==> src/rtl/lcd_pkg.sv <==
// lcd_pkg: shared states, command codes and bus bit positions for the LCD receiver
package lcd_pkg;
   typedef enum logic [1:0] {S_MODE8, S_HI, S_LO} state_t;
   localparam logic [7:0] CMD_CLEAR = 8'h01;
   localparam logic [7:0] CMD_HOME = 8'h02;
   localparam int LCD_E = 0;
   localparam int LCD_RW = 1;
   localparam int LCD_RS = 2;
   localparam logic [3:0] INIT_SWITCH_NIB = 4'h2;
endpackage

==> src/rtl/lcd_char_ram.sv <==
// lcd_char_ram: character buffer with one synchronous write port and one registered read port
module lcd_char_ram #(
   parameter int ADDR_W = 5
) (
   input  logic              clk,
   input  logic              rst,
   input  logic              we,
   input  logic [ADDR_W-1:0] waddr,
   input  logic [7:0]        wdata,
   input  logic [ADDR_W-1:0] raddr,
   output logic [7:0]        rdata
);
   logic [7:0] mem [2**ADDR_W];
   always_ff @(posedge clk)
      if (we) mem[waddr] <= wdata;
   always_ff @(posedge clk)
      rdata <= rst ? 8'h00 : mem[raddr];
endmodule

==> src/rtl/lcd_nibble_receiver.sv <==
// lcd_nibble_receiver: 4-bit LCD bus receiver that rebuilds bytes and mirrors characters into a buffer
module lcd_nibble_receiver
   import lcd_pkg::*;
#(
   parameter int ADDR_W = 5,
   parameter logic [7:0] CLEAR_CHAR = 8'h20
) (
   input  logic              clk_in,
   input  logic              clear,
   input  logic [3:0]        lcd_dataout,
   input  logic [2:0]        lcd_control,
   input  logic [ADDR_W-1:0] rd_addr,
   output logic [7:0]        rd_data,
   output logic              byte_valid,
   output logic [7:0]        byte_out,
   output logic              byte_rs,
   output logic [ADDR_W-1:0] cursor,
   output logic              mode4,
   output logic              busy,
   output logic              overrun
);
   state_t state_q, state_d;
   logic e_q, rw_q, rs_q, hi_rs_q, strobe, form;
   logic [3:0] nib_q, hi_q;
   logic [ADDR_W-1:0] fill_cnt;
   assign strobe = e_q & ~lcd_control[LCD_E] & ~rw_q;
   assign mode4 = state_q != S_MODE8;
   assign overrun = byte_valid & busy;
   always_ff @(posedge clk_in)
      state_q <= clear ? S_MODE8 : state_d;
   always_comb begin
      form = strobe & (state_q == S_LO);
      state_d = !strobe ? state_q
              : state_q == S_MODE8 ? (nib_q == INIT_SWITCH_NIB ? S_HI : S_MODE8)
              : state_q == S_HI ? S_LO : S_HI;
   end
   always_ff @(posedge clk_in) begin
      if (clear) begin
         e_q <= 1'b0;
         rw_q <= 1'b0;
         rs_q <= 1'b0;
         nib_q <= 4'h0;
         hi_q <= 4'h0;
         hi_rs_q <= 1'b0;
         byte_valid <= 1'b0;
         byte_out <= 8'h00;
         byte_rs <= 1'b0;
         cursor <= '0;
         busy <= 1'b0;
         fill_cnt <= '0;
      end else begin
         e_q <= lcd_control[LCD_E];
         rw_q <= lcd_control[LCD_RW];
         rs_q <= lcd_control[LCD_RS];
         nib_q <= lcd_dataout;
         if (strobe && state_q == S_HI) begin
            hi_q <= nib_q;
            hi_rs_q <= rs_q;
         end
         byte_valid <= form;
         if (form) begin
            byte_out <= {hi_q, nib_q};
            byte_rs <= hi_rs_q;
         end
         // bytes completing during a fill are reported but have no effect
         if (busy) begin
            fill_cnt <= fill_cnt + 1'b1;
            if (&fill_cnt) busy <= 1'b0;
         end else if (byte_valid) begin
            if (byte_rs) cursor <= cursor + 1'b1;
            else if (byte_out == CMD_CLEAR) begin
               cursor <= '0;
               busy <= 1'b1;
               fill_cnt <= '0;
            end else if (byte_out[7:1] == CMD_HOME[7:1]) cursor <= '0;
            else if (byte_out[7]) cursor <= ADDR_W'({byte_out[6], byte_out[3:0]});
         end
      end
   end
   lcd_char_ram #(.ADDR_W(ADDR_W)) u_ram (
      .clk(clk_in),
      .rst(clear),
      .we(busy | (byte_valid & byte_rs)),
      .waddr(busy ? fill_cnt : cursor),
      .wdata(busy ? CLEAR_CHAR : byte_out),
      .raddr(rd_addr),
      .rdata(rd_data)
   );
endmodule

==> config.mk <==
export PLATFORM = sky130hd
export DESIGN_NAME = lcd_nibble_receiver
export DESIGN_NICKNAME = d
export VERILOG_FILES = /design/src/rtl/lcd_pkg.sv /design/src/rtl/lcd_char_ram.sv /design/src/rtl/lcd_nibble_receiver.sv
export SDC_FILE = /design/constraint.sdc
export NUM_CORES = 1
export LEC_CHECK = 0
export ABC_AREA = 1
export BUFFER_PORTS_ARGS = -buffer_cell sky130_fd_sc_hd__buf_2
export CAP_MARGIN = 20
export CORE_MARGIN = 3
export CORE_UTILIZATION = 39
export DETAILED_ROUTE_END_ITERATION = 10
export PLACE_DENSITY = 0.51
export SLEW_MARGIN = 30
export SYNTH_ARGS = -nofsm -noshare
export SYNTH_HDL_FRONTEND = slang
export SYNTH_SLANG_ARGS = --single-unit
==> constraint.sdc <==
create_clock -name clk_in -period 2.1 [get_ports clk_in]
set_input_delay 0.525 -clock clk_in [delete_from_list [all_inputs] [get_ports clk_in]]
set_output_delay 0.525 -clock clk_in [all_outputs]
set_load 0.05 [all_outputs]
Yosys cells after proc, flatten, opt, wreduce, memory -nomap -nowiden. Memories as Yosys holds them, arrays and structs flattened. A register that Yosys moved wholly into a read port is not among the register bits. Index checks and enable logic that the tools add are counted.

Output and inout port bits: 26. Latch bits: 0. Input port bits: 14. Logic and storage cells: 60. Memory bits (read-only): 0. Register bits: 35. Memories kept: 1. Memory bits (writable): 256.

Memory list: u_ram.mem (depth 32, bits a word 8, read ports 1, clocked after memory_dff 1, write ports 1, line lcd_char_ram.sv:13) `logic [7:0] mem [2**ADDR_W];`.

Multiply operators: 0. Muxes and demuxes: 20. Bitwise operators: 9. $lt $le $gt $ge: 0. Reduce and logical (&&, ||, !) cells: 9. Eq/ne operators: 6. Add/sub/neg operators: 2. Shifts and indexed selects: 0. Divide/modulo/power cells: 0.

Operators with widths (number): two-way mux 5 bit (9); adder 5 x 1 -> 5 bit, second input constant (2); == test 8 x 1 -> 1 bit, second input constant (1); two-way mux 1 bit (8); two-way mux 8 bit (1); == test 7 x 1 -> 1 bit, second input constant (1); AND reduction 3 bit (2); nonzero test 2 bit (3); AND 1 bit (5); AND reduction 5 bit (1); == test 4 x 2 -> 1 bit, second input constant (1); two-way mux 2 bit (2); nonzero test 4 bit (1); inverter 1 bit (3); == test 2 x 1 -> 1 bit, second input constant (1); == test 2 bit, second input constant (1); zero test 2 bit (1); != test 2 x 1 -> 1 bit, second input constant (1); logical AND 1 bit (1); OR 1 bit (1).

Depth between registers and ports, before layout. Gate-level depths: netlist of run 1.

Depth in word-level cells: 5. Gate-level depth with buffers: 11. Gate-level depth less buffers: 9.

Cells and area by module. Synthesis of run 1 repeated with hierarchy kept, for this count alone.

Cells, all modules: 1162. Area total of the unflattened synthesis: 12259.3 um^2.

By module, submodules not included: lcd_char_ram (times used 1, area each 10680.2 um^2, cells an instance 931, seq. area each 7847.5 um^2); lcd_nibble_receiver (times used 1, area each 1579.0 um^2, cells an instance 231, seq. area each 700.7 um^2).

Least setup slack after synthesis of run 1. Ideal clock, no wire load.

Kind: register to register. Start: register byte_rs. End: memory u_ram.mem[11][0], enable pin. Data required time: 1730 ps. Cell stages (with the launch flop): 6. Data arrival time: 1807 ps. Setup time: 370 ps. Setup slack: -77 ps. Clock period less this slack: 2177 ps. Buffers on the path: 1. Cell sequence: dfxtp_1 -> buf_2 -> inv_1 -> o21ai_2 -> nand3_1 -> nor2_1.

Word-level cells in the longest chain between the ends: 4.

RTL lines: from (decl) (line lcd_nibble_receiver.sv:16) `output logic byte_rs,`; from (signal assigned) (line lcd_nibble_receiver.sv:63) `byte_rs <= hi_rs_q;`; AND 1 bit (line lcd_nibble_receiver.sv:83) `.we(busy | (byte_valid & byte_rs)),`; OR 1 bit (line lcd_nibble_receiver.sv:83); two-way mux 1 bit (line lcd_char_ram.sv:15) `if (we) mem[waddr] <= wdata;`; two-way mux 1 bit (implied by the code) (line lcd_char_ram.sv:15); to (decl) (line lcd_char_ram.sv:13).

No other way between the ends.

Worst setup path in the final report of run 1.
Start: register busy. End: output port overrun.

Word-level cells in the longest chain between the ends: 1.

RTL lines: from (decl) (line lcd_nibble_receiver.sv:19) `output logic busy,`; from (signal assigned) (line lcd_nibble_receiver.sv:49) `busy <= 1'b0;`; from (signal assigned) (line lcd_nibble_receiver.sv:68) `if (&fill_cnt) busy <= 1'b0;`; from (signal assigned) (line lcd_nibble_receiver.sv:73) `busy <= 1'b1;`; AND 1 bit (line lcd_nibble_receiver.sv:28) `assign overrun = byte_valid & busy;`; to (decl) (line lcd_nibble_receiver.sv:20) `output logic overrun`.

No other way between the ends.

==> results.tsv, run 1 <==
stage	metric	value	unit
cts	cts_resized	0	
detailed_routing	ant_nets	0	
worst_setup_path	cp-start-kind	flip-flop	
global_routing	grt_pass1_vias	8263	
run	drv_cap	0	
synthesis	synth.distinct_cells	26	
timing	relSlewSlack	52.5	%
global_routing	grt_usage	18.5	%
cts	cts_setup_buffers	0	
worst_setup_path	path_class	flip-flop to primary output	
final_layout	final_area	14300	sq um
detailed_routing	drc_errors	0	
synthesis	synth.avg_cell_area	10.7	sq um
global_routing	grt_pass1_wl	47600	um
timing	slew_violations	0	
power	vdd_drop_max	579	uV
timing	rsz0062_at_grt	false	
final_layout	drive_gt1_share	13.3	%
detailed_routing	wl_per_cell	18.5	um
cts	cts_buffers	34	
timing	fin_worst_skew	17.3	ps
hold_path	hp-class	primary input to flip-flop	
detailed_routing	vias_per_cell	4.98	
cts	clockBufferDepth	3	
synthesis	syn_nets	1175	
floorplanning	start_util	39.9	%
floorplanning	die_x	184	um
place	post-dp-hpwl	19000	um
synthesis	synth_area	12300	sq um
synthesis	synth_async_sr_flop_share	0	%
synthesis	ys_seq_elements	299	
timing	period_minus_slack	1930	ps
timing	max_freq	519	MHz
detailed_routing	detail_route.wirelength	30900	um
timing	tns	0	ps
place	placed_cell_area	13300	sq um
cts	clockRootBuffer	clkbuf_16	
worst_setup_path	end_kind	primary output	
power	leakage	5.58	nW
floorplanning	coreArea	30900	sq um
timing	period_share	91.8	%
floorplanning	dieArea	33800	sq um
cts	insertion_delay	510	ps
status	status	completed	
global_routing	antenna_found_initial	0	
synthesis	ys_seq_area_share	69.2	%
worst_setup_path	arrival	1400	ps
timing	setup_viol	0	
synthesis	synth_edf_count	256	
cts	cts.clk_slew.worst_paths	60	ps
cts	postCtsHoldBufs	0	
worst_setup_path	critPathMaxFanout	8	
cts	cts_tree	done	
final_layout	diodes	0	
floorplanning	io_pins	40	
detailed_routing	dr.pass1.iters	5	
place	place.gp.congestion	0.824	
timing	tightest_slew	711	ps
synthesis	synthFlopType	edfxtp_1	
timing	hold_viol_final	0	
power	power_density	880	nW/um^2
detailed_routing	drtIter0Drc	698	
worst_setup_path	r2r_slack	240	ps
floorplanning	std_cell_rows	64	
cts	cts_sinks	299	
floorplanning	die_h	184	um
global_routing	grt_max_degree	69	
cts	htreeDepth	2	
final_layout	nets	1263	
detailed_routing	vias	8297	
final_layout	area_delta_synth_final	16.1	%
synthesis	synth_warnings	0	
worst_setup_path	worstPathRequired	1570	ps
synthesis	post_synth_inst_count	1158	
place	port_buffers	39	
global_routing	globalRouteOverflowTotal	0	
[flip-flops by register name, summed over array words and instances, names as in the netlist, 2 cells and up]
signal       flops
byte_out         8
cursor           5
fill_cnt         5
hi_q             4
nib_q            4
state_q          2
u_ram.mem      256
u_ram.rdata      8
[cell usage in the layout (no fill, tap or decap), types with 2 or more instances in the layout]
cell type	n
clkinv_2	5
nand2_1	353
buf_4	66
nand4_1	3
bufinv_16	2
ha_1	3
edfxtp_1	256
clkbuf_16	35
buf_12	8
o21ai_1	13
nand3_1	190
buf_2	38
clkbuf_1	13
clkinv_1	4
inv_2	2
nor2_2	7
dfxtp_1	42
nor3_1	2
nor2_1	125
a21oi_1	18
o21ai_0	34
inv_1	40
[power by group]
group	leakage, nW	internal, W	switching [W]	total (W)
Sequential	2.72	0.00638	0.0000134	0.00639
Clock	0.513	0.00336	0.00226	0.00562
Combinational	2.35	0.000181	0.000428	0.000609
Total	5.58	0.00992	0.00270	0.0126
[synthesized netlist by cell type (2+ instances only)]
master / number / area (sq um)
buf_6: 17 / 191
o21ai_0: 34 / 170
inv_1: 40 / 150
nand2_1: 353 / 1330
o21ai_1: 13 / 65.1
edfxtp_1: 256 / 7690
dfxtp_1: 43 / 861
a21oi_1: 18 / 90.1
buf_2: 19 / 95.1
inv_2: 3 / 11.3
buf_1: 3 / 11.3
nand3_1: 190 / 951
clkbuf_1: 10 / 37.5
nor2_1: 132 / 495
buf_4: 11 / 82.6
nand4_1: 3 / 18.8
ha_1: 3 / 37.5
nor3_1: 2 / 10.0
[logic make-up (layout without fill, tap and decap cells)]
kind of cell | count (synthesis) | after routing | synth area share [%]
AO/OA/AOI/OAI | 68 | 68 | 2.81
AND/OR/NAND/NOR | 683 | 683 | 22.8
buffers and inverters | 104 | 216 | 4.72
adder cells (fa/ha/maj) | 3 | 3 | 0.304
flip-flops | 299 | 299 | 69.2
XOR/XNOR | 1 | 1 | 0.0710
[cell type report]
type,count,area (sq um)
Clock buffer,49,938
Clock inverter,11,111
Fill cell,2873,16600
Inverter,44,166
Multi-Input combinational cell,755,3230
Sequential cell,299,8550
Tap cell,396,495
Timing Repair Buffer,112,846
[critical path, cell delays in order (launching register included)]
cell and delay [ps]:
dfxtp_2 380, buf_4 180, nand2_1 60, inv_1 40
buf_2 250
[worst paths after layout]
path	from	to	cells after the start
setup / recovery	busy$_SDFF_PP0_	overrun	4
hold / removal	lcd_control[1]	rw_q$_SDFF_PP0_	3
setup reg to reg	busy$_SDFF_PP0_	u_ram.mem[20][6]$_DFFE_PP_	9
hold reg to reg	hi_q[3]$_SDFFE_PP0P_	hi_q[3]$_SDFFE_PP0P_	2
[routing by layer]
layer  vias up  share of wire, %  global-route usage [%]
li1       4116                 -                       -
met1      3935                45                    25.4
met2       197                48                    30.8
met3        49               4.5                    2.87
met4         0               2.2                    5.14
met5         -                 0                       0
[per-stage QoR]
| step | utilization, % | hold WS [ps] | std cells | setup slack (ps) | power, W |
|---|---|---|---|---|---|
| finish | 46.4 | 228 | 1666 | 172 | 0.0126 |
| global route | 46.4 | 221 | 1666 | 14.2 | 0.0131 |
| CTS | 46.4 | 208 | 1666 | 146 | 0.0128 |
| detailed placement | 43.0 | 467 | 1606 | 154 | 0.00713 |
| global placement | 43.0 | 459 | 1606 | 144 | 0.00713 |
| floorplan | - | 450 | 1158 | -76.8 | 0.00696 |
Note: power is estimated with default switching activity, not from simulation.
==> run 2: changes to the inputs <==
--- a/config.mk
+++ b/config.mk
@@ -5,7 +5,7 @@
 export SDC_FILE = /design/constraint.sdc
 export NUM_CORES = 1
 export LEC_CHECK = 0
-export ABC_AREA = 1
+export ABC_AREA = 0
 export BUFFER_PORTS_ARGS = -buffer_cell sky130_fd_sc_hd__buf_2
 export CAP_MARGIN = 20
 export CORE_MARGIN = 3
==> run 2 against run 1 <==
Sequential share of layout area up 0.84 points; clock skew up 6.8 ps; global-route usage down 1.8 points; first-iteration DRC count down 25%; sequential power about the same; count of clock-buffer cells in the layout down 3; fmax down 3.6%; core utilization up 1.1 points; combinational power down 9.4%; synthesized cell count down 44%; worst setup slack worse by 73 ps; die area down 4.1%; critical path type unchanged; critical endpoint unchanged; largest cell class unchanged; largest power group unchanged.
==> results.tsv, run 2 <==
stage	metric	value	unit	change
final_layout	layout_common_cells	edfxtp_1 (256), buf_4 (80), nor2_1 (56), mux2i_1 (49), mux4_2 (42)		
final_layout	fin_util	47.5	%	+1.1 points
hold_path	hp-class	primary input to flip-flop		
global_routing	globalRouteOverflowTotal	0		unchanged
global_routing	grt_pass1_wl	41600	um	-13%
detailed_routing	wl_per_cell	22.8	um	+23%
synthesis	synth_most_common_cell	edfxtp_1		
power	vdd_drop_max	555	uV	-4.1%
final_layout	regMostFlops	u_ram.mem		
worst_setup_path	end_kind	primary output		
cts	insertion_delay	560	ps	+50 ps
synthesis	syn_nets	670		-43%
timing	relSlewSlack	54.6	%	+2.1 points
cts	htreeDepth	1		-1
final_layout	drive_gt1_share	29.8	%	+17 points
timing	rsz0062_at_grt	false		
timing	hold_viol_final	0		unchanged
final_layout	largest_register_ffs	256		unchanged
worst_setup_path	critPathMaxFanout	11		+3
timing	max_freq	500	MHz	-3.6%
global_routing	grt_usage	16.7	%	-1.8 points
timing	setup_viol	0		unchanged
power	leakage	4.88	nW	-12%
synthesis	synthMuxAreaShare	15.4	%	+15 points
timing	fin_worst_skew	24.1	ps	+6.76 ps
timing	period_share	95.3	%	+3.5 points
floorplanning	dieArea	32400	sq um	-4.1%
cts	cts.clk_slew.worst_paths	60	ps	about the same
synthesis	synth_top_cell_area_share	65.0	%	+2.7 points
synthesis	synth.top_cells.by_area	edfxtp_1 (65%), mux4_2 (8.0%), dfxtp_1 (7.3%)		
timing	whs	194	ps	-34.5 ps
status	status	completed		
final_layout	reg_top3	u_ram.mem: 256 flops, byte_out: 8 flops, u_ram.rdata: 8 flops		
floorplanning	die_x	180	um	-2.1%
floorplanning	die_h	180	um	-2.1%
synthesis	synth_common_cells	edfxtp_1 (256), nor2_1 (61), mux2i_1 (49), dfxtp_1 (43), mux4_2 (42)		
place	port_buffers	39		unchanged
synthesis	synth_async_sr_flop_share	0	%	unchanged
synthesis	synth_fa_ha_area_share	0.317	%	+0.013 points
synthesis	synth_edf_count	256		unchanged
floorplanning	coreArea	29800	sq um	-3.6%
detailed_routing	drtIter0Drc	522		-25%
worst_setup_path	worstPathRequired	1570	ps	about the same
cts	cts_buffers	31		-8.8%
synthesis	synth-simple-area-share	5.71	%	-17 points
detailed_routing	dr.pass1.iters	4		-1
power	power_density	873	nW/um^2	-0.81%
cts	clockBufferDepth	3		unchanged
floorplanning	start_util	39.7	%	-0.25 points
final_layout	area_delta_synth_final	19.6	%	
floorplanning	std_cell_rows	63		-1.6%
synthesis	synthFlopType	edfxtp_1		
synthesis	yosysTopAreaCell	edfxtp_1		
synthesis	synth_area	11800	sq um	-4.2%
synthesis	ys_seq_area_share	72.3	%	+3.0 points
synthesis	post_synth_inst_count	653		-44%
global_routing	grt_pass1_vias	6570		-20%
synthesis	synth_xor_area_share	0	%	-0.071 points
synthesis	synth_top_family_by_area	multiplexers		
timing	tightest_slew	676	ps	-34.6 ps
place	post-dp-hpwl	18100	um	-4.9%
synthesis	synth_compound_area_share	4.34	%	+1.5 points
global_routing	grt_max_degree	33		-52%
synthesis	synth_warnings	0		unchanged
cts	clockRootBuffer	clkbuf_16		
detailed_routing	vias_per_cell	5.36		+7.6%
detailed_routing	ant_nets	0		unchanged
worst_setup_path	arrival	1480	ps	+80 ps
place	place.gp.congestion	0.779		-5.4%
final_layout	final_common_cell	edfxtp_1		
cts	cts_tree	done		
global_routing	antenna_found_initial	0		unchanged
floorplanning	io_pins	40		unchanged
worst_setup_path	cp-start-kind	flip-flop		
run	drv_cap	0		unchanged
detailed_routing	vias	6406		-23%
synthesis	synth.avg_cell_area	18.1	sq um	+70%
final_layout	diodes	0		unchanged
detailed_routing	drc_errors	0		unchanged
worst_setup_path	path_class	flip-flop to primary output		
detailed_routing	detail_route.wirelength	27300	um	-12%
synthesis	ys_seq_elements	299		unchanged
timing	tns	0	ps	unchanged
cts	postCtsHoldBufs	0		unchanged
synthesis	synth.distinct_cells	51		+96%
timing	slew_violations	0		unchanged
cts	cts_sinks	299		unchanged
final_layout	nets	798		-37%
timing	period_minus_slack	2000	ps	+72.7 ps
## run 2: cell families (layout without fill, tap and decap cells)
group / after synthesis / after routing
flops: 299 / 299
simple gates: 135 / 135
mux: 107 / 107
compound gates: 72 / 72
buf+inv: 37 / 189
fa+ha+maj: 3 / 3
## run 2: final timing paths
kind,from,end,slack [ps],cells past startpoint
worst max-delay path,busy$_SDFF_PP0_,overrun,100,3
worst min-delay path,lcd_dataout[3],nib_q[3]$_SDFF_PP0_,190,2
worst max register to register,busy$_SDFF_PP0_,u_ram.mem[0][1]$_DFFE_PP_,160,7
worst min register to register,rs_q$_SDFF_PP0_,hi_rs_q$_SDFFE_PP0P_,480,2
## run 2: stage by stage
step / total power, W / instance area, sq um / cells / worst slack (ps)
3_5_place_dp: 0.00708 / 13100 / 1137 / -84.0
6_report: 0.0123 / 14100 / 1195 / 99.7
2_1_floorplan: 0.00688 / 11800 / 653 / -110
5_1_grt: 0.0127 / 14100 / 1195 / 31.4
4_1_cts: 0.0125 / 14100 / 1195 / 28.5
3_3_place_gp: 0.00707 / 13100 / 1137 / -57.1
## run 2: critical path, stage by stage, from the launching register on
cell and delay, ps:
dfxtp_4 430, buf_6 170, and2_2 140, buf_4 190
## run 2: area by class of cell
| cell class | count | area (sq um) |
|---|---|---|
| repair buffers | 128 | 982 |
| clock buffers | 46 | 883 |
| well taps | 390 | 488 |
| flip-flops and latches | 299 | 8550 |
| multi-input cells | 317 | 3090 |
| fillers | 2559 | 15700 |
| clock inverters | 11 | 134 |
| inverters | 4 | 15.0 |
## run 2: routing by layer
metal / vias to the layer above / part of all wire, % / GRT usage [%]
met5: - / 0 / 0
met4: 0 / 2.3 / 4.27
met3: 43 / 4.8 / 3.29
met2: 161 / 49 / 28.1
met1: 3310 / 44 / 22.6
li1: 2892 / - / -
## run 2: repair_timing
action                                  CTS  global route
gates resized for setup                   2             2
pin swaps                                 0             0
endpoints found under the setup margin    2            37
setup buffers                             1             0
## run 2: where the power goes
group / internal [W] / leakage (nW) / switching, W
clock: 0.00326 / 0.495 / 0.00214
combinational: 0.000246 / 1.78 / 0.000306
sequential: 0.00637 / 2.61 / 0.0000143
==> run 3: changes to the inputs <==
--- a/config.mk
+++ b/config.mk
@@ -6,12 +6,12 @@
 export NUM_CORES = 1
 export LEC_CHECK = 0
 export ABC_AREA = 0
-export BUFFER_PORTS_ARGS = -buffer_cell sky130_fd_sc_hd__buf_2
 export CAP_MARGIN = 20
 export CORE_MARGIN = 3
 export CORE_UTILIZATION = 39
 export DETAILED_ROUTE_END_ITERATION = 10
-export PLACE_DENSITY = 0.51
+export DONT_BUFFER_PORTS = 1
+export PLACE_DENSITY = 0.5
 export SLEW_MARGIN = 30
 export SYNTH_ARGS = -nofsm -noshare
 export SYNTH_HDL_FRONTEND = slang
==> run 3 against run 2 <==
Total power down 3.9%; sequential share of layout area up 2.4 points; final cell count down 5.2%; register-to-register slack better by 60 ps; design area down 3.8%; critical path type unchanged; global-route usage down 0.78 points; wire length down 4.7%; non-clock buffer count down 62; worst hold slack worse by 150 ps; first-iteration DRC count down 7.5%; largest power group unchanged.
==> results.tsv, run 3 (same netlist as run 2, synthesis figures left out) <==
stage	metric	value	unit	change
final_layout	diodes	0		unchanged
worst_setup_path	crit_buf_inv	1		-1
global_routing	use_met1	21.9	%	-0.78 points
worst_setup_path	r2r_slack	220	ps	+60 ps
power	vdd_drop_max	590	uV	+6.3%
timing	tightest_slew	713	ps	+36.3 ps
cts	cts_tree	done		
detailed_routing	drc_errors	0		unchanged
final_layout	layout_common_cells	edfxtp_1 (256), buf_4 (64), nor2_1 (56), mux2i_1 (49), mux4_2 (42)		
worst_setup_path	cp_slowest_cell	dfxtp_4		
global_routing	antenna_found_initial	0		unchanged
timing	slew_violations	0		unchanged
timing	period_minus_slack	2000	ps	-5.16 ps
power	seq_power_share	54.3	%	+2.6 points
cts	htreeDepth	1		unchanged
worst_setup_path	critPathMaxStageDelay	440	ps	about the same
worst_setup_path	r2r-start	busy$_SDFF_PP0_		
worst_setup_path	rr_worst_depth	6		-1
final_layout	fillCellCount	2584		+0.98%
power	p_comb_share	2.6	%	-1.9 points
detailed_routing	drtIter0Drc	483		-7.5%
power	clkPwrFrac	43.1	%	-0.7 points
final_layout	final_area	13600	sq um	-3.8%
detailed_routing	wl_per_cell	22.9	um	+0.51%
worst_setup_path	path_class	flip-flop to primary output		
status	status	completed		
timing	tns	0	ps	unchanged
global_routing	grt_pass1_vias	6275		-4.5%
power	power_density	872	nW/um^2	-0.11%
timing	max_freq	501	MHz	+0.26%
final_layout	drive_gt1_share	24.0	%	-5.9 points
global_routing	grtUsageMet2	26.3	%	-1.8 points
worst_setup_path	cp.depth	2		-1
worst_setup_path	crit_path_cell_trace	buf_8 -> and2_4		
floorplanning	std_cell_rows	63		unchanged
cts	cts_buffers	31		unchanged
detailed_routing	ant_nets	0		unchanged
worst_setup_path	r2r-end	u_ram.mem[3][0]$_DFFE_PP_		
place	place.gp.congestion	0.773		-0.73%
final_layout	reg_top3	u_ram.mem: 256 flops, byte_out: 8 flops, u_ram.rdata: 8 flops		
cts	clockBufferDepth	3		unchanged
floorplanning	dieArea	32400	sq um	unchanged
power	leakage	4.51	nW	-7.6%
place	placed_cell_area	12600	sq um	-3.6%
timing	setup_viol	0		unchanged
cts	insertion_delay	550	ps	about the same
timing	period_share	95.0	%	-0.25 points
detailed_routing	vias	6140		-4.2%
final_layout	largest_register_ffs	256		unchanged
worst_setup_path	critPathMaxFanout	13		+2
worst_setup_path	crit_family	flip-flops		
place	port_buffers	0		-100%
cts	cts.clk_slew.worst_paths	60	ps	about the same
worst_setup_path	arrival	1470	ps	about the same
place	post-dp-hpwl	16500	um	-8.5%
global_routing	use_met3	3.29	%	unchanged
detailed_routing	dr.pass1.iters	4		unchanged
run	drv_cap	0		unchanged
global_routing	grt_pass1_wl	39800	um	-4.3%
worst_setup_path	end_kind	primary output		
final_layout	regMostFlops	u_ram.mem		
final_layout	nets	736		-7.8%
floorplanning	die_h	180	um	unchanged
timing	rsz0062_at_grt	false		
global_routing	globalRouteOverflowTotal	0		unchanged
power	power_switching	0.00238	W	-3.5%
floorplanning	die_x	180	um	unchanged
detailed_routing	detail_route.wirelength	26000	um	-4.7%
cts	clockRootBuffer	clkbuf_16		
floorplanning	coreArea	29800	sq um	unchanged
worst_setup_path	endpoint	overrun		
floorplanning	io_pins	40		unchanged
worst_setup_path	cp-start-kind	flip-flop		
worst_setup_path	startpoint	busy$_SDFF_PP0_		
final_layout	area_delta_synth_final	15.1	%	
worst_setup_path	worstPathRequired	1570	ps	about the same
power	internal-power	0.00949	W	-4.0%
timing	relSlewSlack	52.2	%	-2.4 points
global_routing	top_usage_layer	met2		
global_routing	grt_max_degree	65		+97%
power	swShare	20.0	%	+0.079 points
detailed_routing	vias_per_cell	5.42		+1.1%
global_routing	grt_usage	16.0	%	-0.78 points
timing	fin_worst_skew	17.2	ps	-6.90 ps
cts	cts_sinks	299		unchanged
hold_path	hp-class	primary input to flip-flop		
floorplanning	start_util	39.7	%	unchanged
final_layout	final_common_cell	edfxtp_1		
timing	hold_viol_final	0		unchanged
[run 3: cell types whose count changed in the layout (fill, tap and decap cells not counted), sizes merged]
cell,previous run,this run
buf,128,66
bufinv,3,2
clkbuf,46,37
clkinv,6,12
clkinvlp,1,5
[run 3: worst min-delay path by stage]
stage	from	end	cells after the start
detailed placement	rs_q$_SDFF_PP0_	hi_rs_q$_SDFFE_PP0P_	2
global placement	rs_q$_SDFF_PP0_	hi_rs_q$_SDFFE_PP0P_	2
global route	clear	byte_rs$_SDFFE_PP0P_	1
finish	clear	byte_rs$_SDFFE_PP0P_	1
floorplan	rs_q$_SDFF_PP0_	hi_rs_q$_SDFFE_PP0P_	2
CTS	clear	byte_rs$_SDFFE_PP0P_	1
[run 3: routing by layer]
layer	routed length (um)	vias to the layer above
met2	12700	166
met5	0	-
li1	-	2760
met3	1390	44
met4	718	0
met1	11200	3170
[run 3: power groups by stage]
stage          registers, W  clock network (W)  logic, W
4_1_cts             0.00644            0.00522  0.000318
5_1_grt             0.00644            0.00550  0.000335
6_report            0.00644            0.00511  0.000313
2_1_floorplan       0.00657                  0  0.000314
3_3_place_gp        0.00657                  0  0.000315
3_5_place_dp        0.00657                  0  0.000318
[run 3: layout make-up]
class                      count  area [sq um]  share of cell area [%]
clock buffer                  37           798                    5.87
inverter                       4          15.0                   0.110
tap                          390           488                    3.59
timing repair buffer          66           515                    3.79
multi-input combinational    317          3080                    22.7
clock inverter                20           154                    1.13
sequential                   299          8550                    62.9
[run 3: timing repair]
item                       4_1_cts  5_1_grt
setup endpoints to repair        1        1
hold buffers                     0        0
gates resized for setup          4        0
setup buffers                    0        1
[run 3: through the flow]
step	hold WS (ps)	total power, W	setup WS (ps)	instances	utilization [%]
6_report	48.3	0.0119	105	1133	45.7
3_5_place_dp	480	0.00688	143	1075	42.4
4_1_cts	20.7	0.0120	7.64	1132	45.6
2_1_floorplan	440	0.00688	-110	653	-
5_1_grt	16.6	0.0123	45.8	1133	45.7
3_3_place_gp	452	0.00688	171	1075	42.4
